==> src/rtl/pg_vf_flr_sched_if.sv <==
// Request/done handshake between the FLR scheduler and the port reset FSM.
// master = scheduler (drives request + VF number), slave = reset FSM.
interface pg_vf_flr_sched_if #(
  parameter int VFNUM_W = 11
);
  logic               o_flr_rcvd_vf;
  logic [VFNUM_W-1:0] o_flr_rcvd_vf_num;
  logic               i_flr_done;

  modport master (
    output o_flr_rcvd_vf,
    output o_flr_rcvd_vf_num,
    input  i_flr_done
  );

  modport slave (
    input  o_flr_rcvd_vf,
    input  o_flr_rcvd_vf_num,
    output i_flr_done
  );
endinterface

==> src/rtl/pg_vf_flr_sched.sv <==
// Serialises per-port VF FLR falling edges into one-at-a-time, round-robin
// requests for the port reset FSM.
// Ports:
//   clk, rst_n       : clock and async active-low reset
//   i_func_vf_rst_n  : per-port VF FLR level, active low
//   i_err_clr        : pulse, clears o_timeout_err
//   o_port_hold      : one-hot port in service
//   o_pending        : captured FLRs not yet issued
//   o_busy           : FSM not idle (registered)
//   o_timeout_err    : sticky WAIT_DONE timeout flag
//   flr              : request pulse, VF number, done pulse
module pg_vf_flr_sched #(
  parameter int PG_NUM_PORTS   = 4,
  parameter int VFNUM_W        = 11,
  parameter int TIMEOUT_CYCLES = 4096
) (
  input  logic                    clk,
  input  logic                    rst_n,
  input  logic [PG_NUM_PORTS-1:0] i_func_vf_rst_n,
  input  logic                    i_err_clr,
  output logic [PG_NUM_PORTS-1:0] o_port_hold,
  output logic [PG_NUM_PORTS-1:0] o_pending,
  output logic                    o_busy,
  output logic                    o_timeout_err,
  pg_vf_flr_sched_if.master       flr
);

  localparam int N  = PG_NUM_PORTS;
  localparam int PW = (N > 1) ? $clog2(N) : 1;
  localparam int TW = (TIMEOUT_CYCLES > 0) ?
                      $clog2(TIMEOUT_CYCLES + 1) : 1;
  localparam bit TO_EN = (TIMEOUT_CYCLES != 0);
  localparam logic [TW-1:0] TLAST =
    TW'((TIMEOUT_CYCLES > 0) ? TIMEOUT_CYCLES - 1 : 0);

  typedef enum logic [1:0] {
    IDLE,
    ISSUE,
    WAIT_DONE,
    RELEASE
  } state_e;

  state_e               state_q, state_d;
  logic [N-1:0]         prev_q;
  logic                 armed_q;
  logic [N-1:0]         pend_q, pend_d;
  logic [PW-1:0]        rr_q, rr_d;
  logic [PW-1:0]        grant_q, grant_d;
  logic [TW-1:0]        timer_q, timer_d;
  logic                 req_q, req_d;
  logic [VFNUM_W-1:0]   num_q, num_d;
  logic [N-1:0]         hold_q, hold_d;
  logic                 busy_q, busy_d;
  logic                 err_q, err_d;
  logic [N-1:0]         fall;
  logic [N-1:0]         clr;
  logic [PW-1:0]        pick;
  logic                 found;

  // armed_q masks the first edge after reset, so a port that is
  // already low when reset releases is not seen as a new FLR.
  assign fall = prev_q & ~i_func_vf_rst_n & {N{armed_q}};

  always_comb begin
    pick  = rr_q;
    found = 1'b0;
    for (int o = 0; o < N; o++) begin
      if (!found && pend_q[(int'(rr_q) + o) % N]) begin
        found = 1'b1;
        pick  = PW'((int'(rr_q) + o) % N);
      end
    end
  end

  always_comb begin
    state_d = state_q;
    grant_d = grant_q;
    rr_d    = rr_q;
    timer_d = timer_q;
    req_d   = 1'b0;
    num_d   = num_q;
    hold_d  = hold_q;
    err_d   = err_q & ~i_err_clr;
    clr     = '0;
    unique case (state_q)
      IDLE: begin
        if (|pend_q) begin
          grant_d = pick;
          state_d = ISSUE;
        end
      end
      ISSUE: begin
        req_d   = 1'b1;
        num_d   = VFNUM_W'(grant_q) + VFNUM_W'(1);
        hold_d  = N'(1) << grant_q;
        clr     = N'(1) << grant_q;
        timer_d = '0;
        state_d = WAIT_DONE;
      end
      WAIT_DONE: begin
        if (flr.i_flr_done) begin
          state_d = RELEASE;
        end else if (TO_EN && timer_q == TLAST) begin
          err_d   = 1'b1;
          state_d = RELEASE;
        end else if (timer_q != '1) begin
          timer_d = timer_q + TW'(1);
        end
      end
      RELEASE: begin
        hold_d  = '0;
        num_d   = '0;
        rr_d    = (grant_q == PW'(N - 1)) ?
                  '0 : grant_q + PW'(1);
        state_d = IDLE;
      end
      default: state_d = IDLE;
    endcase
    // A fresh fall wins over the clear of the granted bit.
    pend_d = (pend_q & ~clr) | fall;
    busy_d = (state_q != IDLE);
  end

  always_ff @(posedge clk or negedge rst_n) begin
    if (!rst_n) begin
      state_q <= IDLE;
      prev_q  <= '1;
      armed_q <= 1'b0;
      pend_q  <= '0;
      rr_q    <= '0;
      grant_q <= '0;
      timer_q <= '0;
      req_q   <= 1'b0;
      num_q   <= '0;
      hold_q  <= '0;
      busy_q  <= 1'b0;
      err_q   <= 1'b0;
    end else begin
      state_q <= state_d;
      prev_q  <= i_func_vf_rst_n;
      armed_q <= 1'b1;
      pend_q  <= pend_d;
      rr_q    <= rr_d;
      grant_q <= grant_d;
      timer_q <= timer_d;
      req_q   <= req_d;
      num_q   <= num_d;
      hold_q  <= hold_d;
      busy_q  <= busy_d;
      err_q   <= err_d;
    end
  end

  assign flr.o_flr_rcvd_vf     = req_q;
  assign flr.o_flr_rcvd_vf_num = num_q;
  assign o_port_hold           = hold_q;
  assign o_pending             = pend_q;
  assign o_busy                = busy_q;
  assign o_timeout_err         = err_q;

endmodule

==> src/flat_wrapper.sv <==
// flat-port wrapper written by rule: the top's interface ports become plain ports
module pg_vf_flr_sched_flat 
#(
  parameter int PG_NUM_PORTS   = 4,
  parameter int VFNUM_W        = 11,
  parameter int TIMEOUT_CYCLES = 4096
)
  (clk, rst_n, i_func_vf_rst_n, i_err_clr, o_port_hold, o_pending, o_busy, o_timeout_err, flr_o_flr_rcvd_vf, flr_o_flr_rcvd_vf_num, flr_i_flr_done);
  pg_vf_flr_sched_if #(.VFNUM_W(VFNUM_W)) flr_i ();
  input  logic clk;
  input  logic rst_n;
  input  logic [PG_NUM_PORTS-1:0] i_func_vf_rst_n;
  input  logic i_err_clr;
  output logic [PG_NUM_PORTS-1:0] o_port_hold;
  output logic [PG_NUM_PORTS-1:0] o_pending;
  output logic o_busy;
  output logic o_timeout_err;
  output wire logic [$bits(flr_i.o_flr_rcvd_vf)-1:0] flr_o_flr_rcvd_vf;
  output wire logic [$bits(flr_i.o_flr_rcvd_vf_num)-1:0] flr_o_flr_rcvd_vf_num;
  input wire logic [$bits(flr_i.i_flr_done)-1:0] flr_i_flr_done;
  assign flr_o_flr_rcvd_vf = flr_i.o_flr_rcvd_vf;
  assign flr_o_flr_rcvd_vf_num = flr_i.o_flr_rcvd_vf_num;
  assign flr_i.i_flr_done = flr_i_flr_done;
  pg_vf_flr_sched #(.PG_NUM_PORTS(PG_NUM_PORTS), .VFNUM_W(VFNUM_W), .TIMEOUT_CYCLES(TIMEOUT_CYCLES)) u_core (.clk(clk), .rst_n(rst_n), .i_func_vf_rst_n(i_func_vf_rst_n), .i_err_clr(i_err_clr), .o_port_hold(o_port_hold), .o_pending(o_pending), .o_busy(o_busy), .o_timeout_err(o_timeout_err), .flr(flr_i));
endmodule
==> config.mk <==
export PLATFORM = sky130hd
export DESIGN_NAME = pg_vf_flr_sched_flat
export DESIGN_NICKNAME = d
export VERILOG_FILES = /design/src/rtl/pg_vf_flr_sched_if.sv /design/src/rtl/pg_vf_flr_sched.sv /design/src/flat_wrapper.sv
export SDC_FILE = /design/constraint.sdc
export NUM_CORES = 1
export LEC_CHECK = 0
export CAP_MARGIN = 25
export CORE_ASPECT_RATIO = 1.75
export CORE_MARGIN = 2
export CORE_UTILIZATION = 53
export CTS_CLUSTER_SIZE = 24
export DETAILED_ROUTE_END_ITERATION = 16
export HOLD_SLACK_MARGIN = 0.12
export PLACE_DENSITY = 0.79
export SYNTH_ARGS = -nofsm -noshare
export SYNTH_HDL_FRONTEND = slang
export SYNTH_SLANG_ARGS = --single-unit
==> constraint.sdc <==
create_clock -name clk -period 2.3 [get_ports clk]
set_input_delay 0.69 -clock clk [delete_from_list [all_inputs] [get_ports clk]]
set_output_delay 0.69 -clock clk [all_outputs]
set_load 0.02 [all_outputs]
* After elaboration in Yosys (flattened, before gate mapping) *
Index checks and enable logic that the tools add are counted.

storage, ports and cells
  logic and storage cells = 95
  output and inout port bits = 22
  bits of input ports = 8
  register bits = 46

cells by class
  bitwise operators = 11
  reduce and logical (&&, ||, !) cells = 17
  shift-type cells = 1
  $add $sub $neg = 6
  magnitude comparators = 4
  multiplexer cells = 33
  eq/ne operators = 11

operators with widths
  operator                                                                  number
  13-bit two-way mux                                                        3
  13-bit one-hot mux with 2 select lines                                    1
  11-bit one-hot mux with 2 select lines                                    1
  1-bit two-way mux                                                         14
  2-bit two-way mux                                                         7
  13-bit by 1-bit adder with 13-bit output (second input constant)          1
  13-bit by 12-bit equality test with 1-bit output (second input constant)  1
  13-bit inequality test (second input constant)                            1
  4-bit AND                                                                 3
  3-bit by 4-bit < comparator with 1-bit output (second input constant)     3
  1-bit binary-select mux with 2-bit select                                 4
  4-bit NOT                                                                 2
  2-bit one-hot mux with 4 select lines                                     1
  4-bit one-hot mux with 2 select lines                                     1
  2-bit equality test (second input constant)                               3
  2-bit nonzero test                                                        3
  2-bit OR reduction                                                        3
  2-bit by 1-bit adder with 2-bit output (second input constant)            2
  2-bit adder (second input constant)                                       2
  4-bit two-way mux                                                         1
  2-bit by 1-bit inequality test with 1-bit output (second input constant)  2
  2-bit inequality test (second input constant)                             2
  4-bit bitwise OR                                                          1
  2-bit AND reduction                                                       2
  13 further kinds                                                          19

* Depth between registers and ports, before layout *
  depth in word-level cells = 14
  gate-level depth with buffers = 6
  depth with buffers taken out = 6

* Least setup slack after synthesis *
No wires, ideal clock.

  path type = in2reg
  from = in flr_i_flr_done
  to = reg u_core.timer_q[5]
  arrival time = 1.671 ns
  buffers on the path = 0
  setup slack = 0.552 ns
  required time = 2.222 ns
  stages = 4
  library setup time = 0.078 ns
  cells stage by stage = nand4b_2 > or2_1 > or4_1 > a21oi_1

on the way
  word-level cells in the longest chain between the ends = 2

ends and longest elaborated chain
  element                          line                    RTL
  start: declaration               flat_wrapper.sv:20      input wire logic [$bits(flr_i.i_flr_done)-1:0] flr_i_flr_done;
  2-bit inequality test (no line)  n/a
  4-bit AND reduction (no line)    n/a
  end signal: assignment           pg_vf_flr_sched.sv:145  timer_q <= timer_d;
  end: declaration                 pg_vf_flr_sched.sv:49   logic [TW-1:0] timer_q, timer_d;

No other way between the ends.
A chain may end at the register's enable or synchronous reset.

* Worst setup path in the final report *
  from = reg u_core.pend_q[0] (netlist: u_core.o_pending[0])
  to = out o_pending[0]

RTL lines
  element                   line                    RTL
  start: declaration        pg_vf_flr_sched.sv:46   logic [N-1:0] pend_q, pend_d;
  start signal: assignment  pg_vf_flr_sched.sv:142  pend_q <= pend_d;
  end: declaration          flat_wrapper.sv:15      output logic [PG_NUM_PORTS-1:0] o_pending;

No word-level cell between the ends.

==> summary.txt <==
Status
  • Status: complete, no violations

Detailed routing
  • ANT nets after route: 0
  • Drt wl/cell: 14.5 µm
  • Initial DRC Count: 19
  • DRC: 0
  • Via count: 1397
  • WL final: 3.71 mm
  • Vias per inst: 5.48
  • TritonRoute pass-1 iters: 4

Worst hold path
  • Worst Hold Class: flip-flop to flip-flop
  • Hold path startpoint: u_core.timer_q[12]
  • Worst Hold Depth: 1
  • Worst Hold Path EP: u_core.timer_q[12]

Worst setup path
  • Reg-to-reg endpoint: u_core.timer_q[5]
  • CP max-delay cell: clkdlybuf4s50_1
  • Setup crit start kind: flip-flop
  • Crit Reg-Reg Startpoint: u_core.state_q[0]
  • Family with the most delay on the worst path: buffers and inverters
  • Crit end category: output port
  • Critical path, cell by cell: clkdlybuf4s50_1
  • Critical Path RT: 1.61 ns
  • Crit path largest cell delay: 0.64 ns
  • CP Buf/Inv Count: 1
  • Setup CP Type: flip-flop to output port
  • Critical Path AT: 1.39 ns
  • R2R cell count: 6
  • R2R setup slack: 0.42 ns
  • Critical path fanouts, max: 6

Synth
  • Library cells used by synthesis: 43
  • Cells after Synth: 183
  • Sequential share of the synthesized area: 49.4%
  • Synth Cell Area: 1880 µm²
  • Yosys reg bits: 37
  • Ys Warns: 0
  • Post-synthesis async set-or-reset flop share: 100%
  • Primary FF master, synth: dfrtp_1
  • Mean post-synth cell area: 10.3 µm²
  • Number of synthesized flops with an enable pin: 0

Global route
  • Vias in the first global route: 1409
  • Largest net degree at the start of global routing: 38
  • Gr usage total: 20.2%
  • First-pass GRT wire length: 6.27 mm
  • Initial antenna violation count: 0
  • Total grt overflow: 0

Timing
  • Hold Fails Final Rpt: 0
  • Fin Clk Skew: 0.00485 ns
  • RSZ-0062 raised after global routing: no
  • Tcrit/Tclk final: 90.5%
  • Max Freq: 480 MHz
  • # setup viols final: 0
  • Worst hold margin: 0.514 ns
  • Final Slew Violations: 0
  • Post-Route Setup TNS: 0 ns
  • Min Clock Period, post-route: 2.08 ns

Final layout
  • Area growth syn-to-layout: 19.9%
  • Commonest non-fill, non-tap cell in the layout: dfrtp_1
  • Fraction of layout cells with a size suffix above 1: 12.4%
  • Commonest non-fill, non-tap cells in the layout: dfrtp_1, clkdlybuf4s50_1, nand2_1
  • N_diodes: 0
  • Final nets: 227

Floorplanning
  • Rows: 28
  • Initial Util: 55.4%
  • Io pins: 30
  • Overall die height: 82.9 µm
  • Die width: 49.1 µm
  • Core area: 3400 µm²
  • Total die area: 4070 µm²

Clock network
  • CTS tree: yes
  • Worst skew pair latency: 0.28 ns
  • Clock Path Buffers: 2
  • Post-cts resize count: 0
  • Clock sink count: 37
  • Reg clk slew, reported paths: 0.07 ns
  • Setup bufs post-CTS: 0
  • CTS hold repair buffers: 0
  • Root buf cell: clkbuf_8
  • CTS buffer count: 5
  • Level count of the clock H-tree: 2

Placed design
  • Detailed placement HPWL: 2.86 mm
  • RePlAce Congestion: 0.894
  • Port Buffers: 21

Flow run
  • Total of max-cap violations: 0

Pwr
  • Maximum vdd drop: 0.739 mV
  • Pleak: 1.02 nW
  • Pwr dens: 1190 nW/µm²
  • Final Total Pwr: 2.68 mW
metal layers:
metal | wire [µm] | vias up | global-route usage, %
li1 | - | 671 | -
met1 | 1280 | 676 | 20.7
met2 | 2160 | 38 | 36.1
met3 | 124 | 12 | 3.60
met4 | 142 | 0 | 13.2
met5 | 0 | - | 0
synthesized netlist by cell type, types with 2 or more instances:
library cell	instances	area, µm²
and3_1	2	12.5
nor3_1	2	10.0
a31o_2	2	17.5
a32o_1	3	30.0
nand2_1	18	67.6
o21ai_0	5	25.0
a31oi_1	2	12.5
inv_1	14	52.6
nand4_1	4	25.0
mux2_2	2	22.5
nor2_1	10	37.5
a21oi_1	10	50.1
nor2b_1	5	31.3
mux2i_1	5	50.1
nor4_2	3	37.5
dfrtp_1	33	826
and4_1	2	17.5
nand3_1	3	15.0
clkbuf_1	4	15.0
buf_4	9	67.6
nand2b_1	7	43.8
dfstp_2	4	105
o31ai_1	3	22.5
ha_1	10	125
xnor2_1	2	17.5
conb_1	2	7.51
power by group:
part	leakage [nW]	internal (mW)	switching (mW)
registers	0.464	0.827	0.178
clock network	0.0681	0.431	0.220
logic	0.490	0.476	0.553
total	1.02	1.73	0.951
final cells by class:
cell class                 instances  area, µm²
inverter                          15       56.3
sequential                        37        931
timing repair buffer              25        240
tap                               45       56.3
multi-input combinational        125        841
fill                             269       1140
clock buffer                       5       68.8
clock inverter                     3       65.1
state kept, by name (all words and copies together) (netlist names):
signal                        cells
u_core.o_timeout_err              1
u_core.o_busy                     1
u_core.timer_q                   13
u_core.state_q                    2
u_core.armed_q                    1
u_core.rr_q                       2
u_core.flr.o_flr_rcvd_vf_num      2
u_core.grant_q                    2
u_core.flr.o_flr_rcvd_vf          1
u_core.prev_q                     4
u_core.o_port_hold                4
u_core.o_pending                  4
logic make-up after synthesis:
| kind of cell | synth area share (%) |
|---|---|
| buf+inv | 7.37 |
| simple gates | 18.7 |
| fa+ha+maj | 6.64 |
| mux | 4.45 |
| xor+xnor | 0.930 |
| other cells | 0.399 |
| flops | 49.4 |
| compound gates | 12.2 |
worst max path at each step:
stage,slack [ns],endpoint,cells past startpoint,startpoint
6_report,0.22,o_pending[0],1,u_core.o_pending[0]
5_1_grt,0.17,o_pending[0],1,u_core.o_pending[0]
4_1_cts,0.20,o_pending[0],1,u_core.o_pending[0]
3_5_place_dp,0.05,u_core.timer_q[5],5,flr_i_flr_done
3_3_place_gp,0.08,u_core.timer_q[5],5,flr_i_flr_done
2_1_floorplan,0.55,u_core.timer_q[5],4,flr_i_flr_done
stage by stage:
stage,cell area [µm²],utilization (%),std cells,setup slack (ns)
after floorplan,1910,-,190,0.552
after global placement,2120,62.5,247,0.0828
after detailed placement,2120,62.5,247,0.0454
after CTS,2260,66.5,255,0.197
after global routing,2260,66.5,255,0.173
final,2260,66.5,255,0.218
worst reg2reg max path: cells and delay by family, from the launching register on:
| kind | cells | cell delay (ns) |
|---|---|---|
| DFF | 1 | 0.40 |
| and+or+nand+nor | 3 | 0.82 |
| adders and majority gates | 1 | 0.32 |
| AOI/OAI and AO/OA | 1 | 0.15 |
| buffers and inverters | 1 | 0.13 |
(Power assumes the default switching activity.)
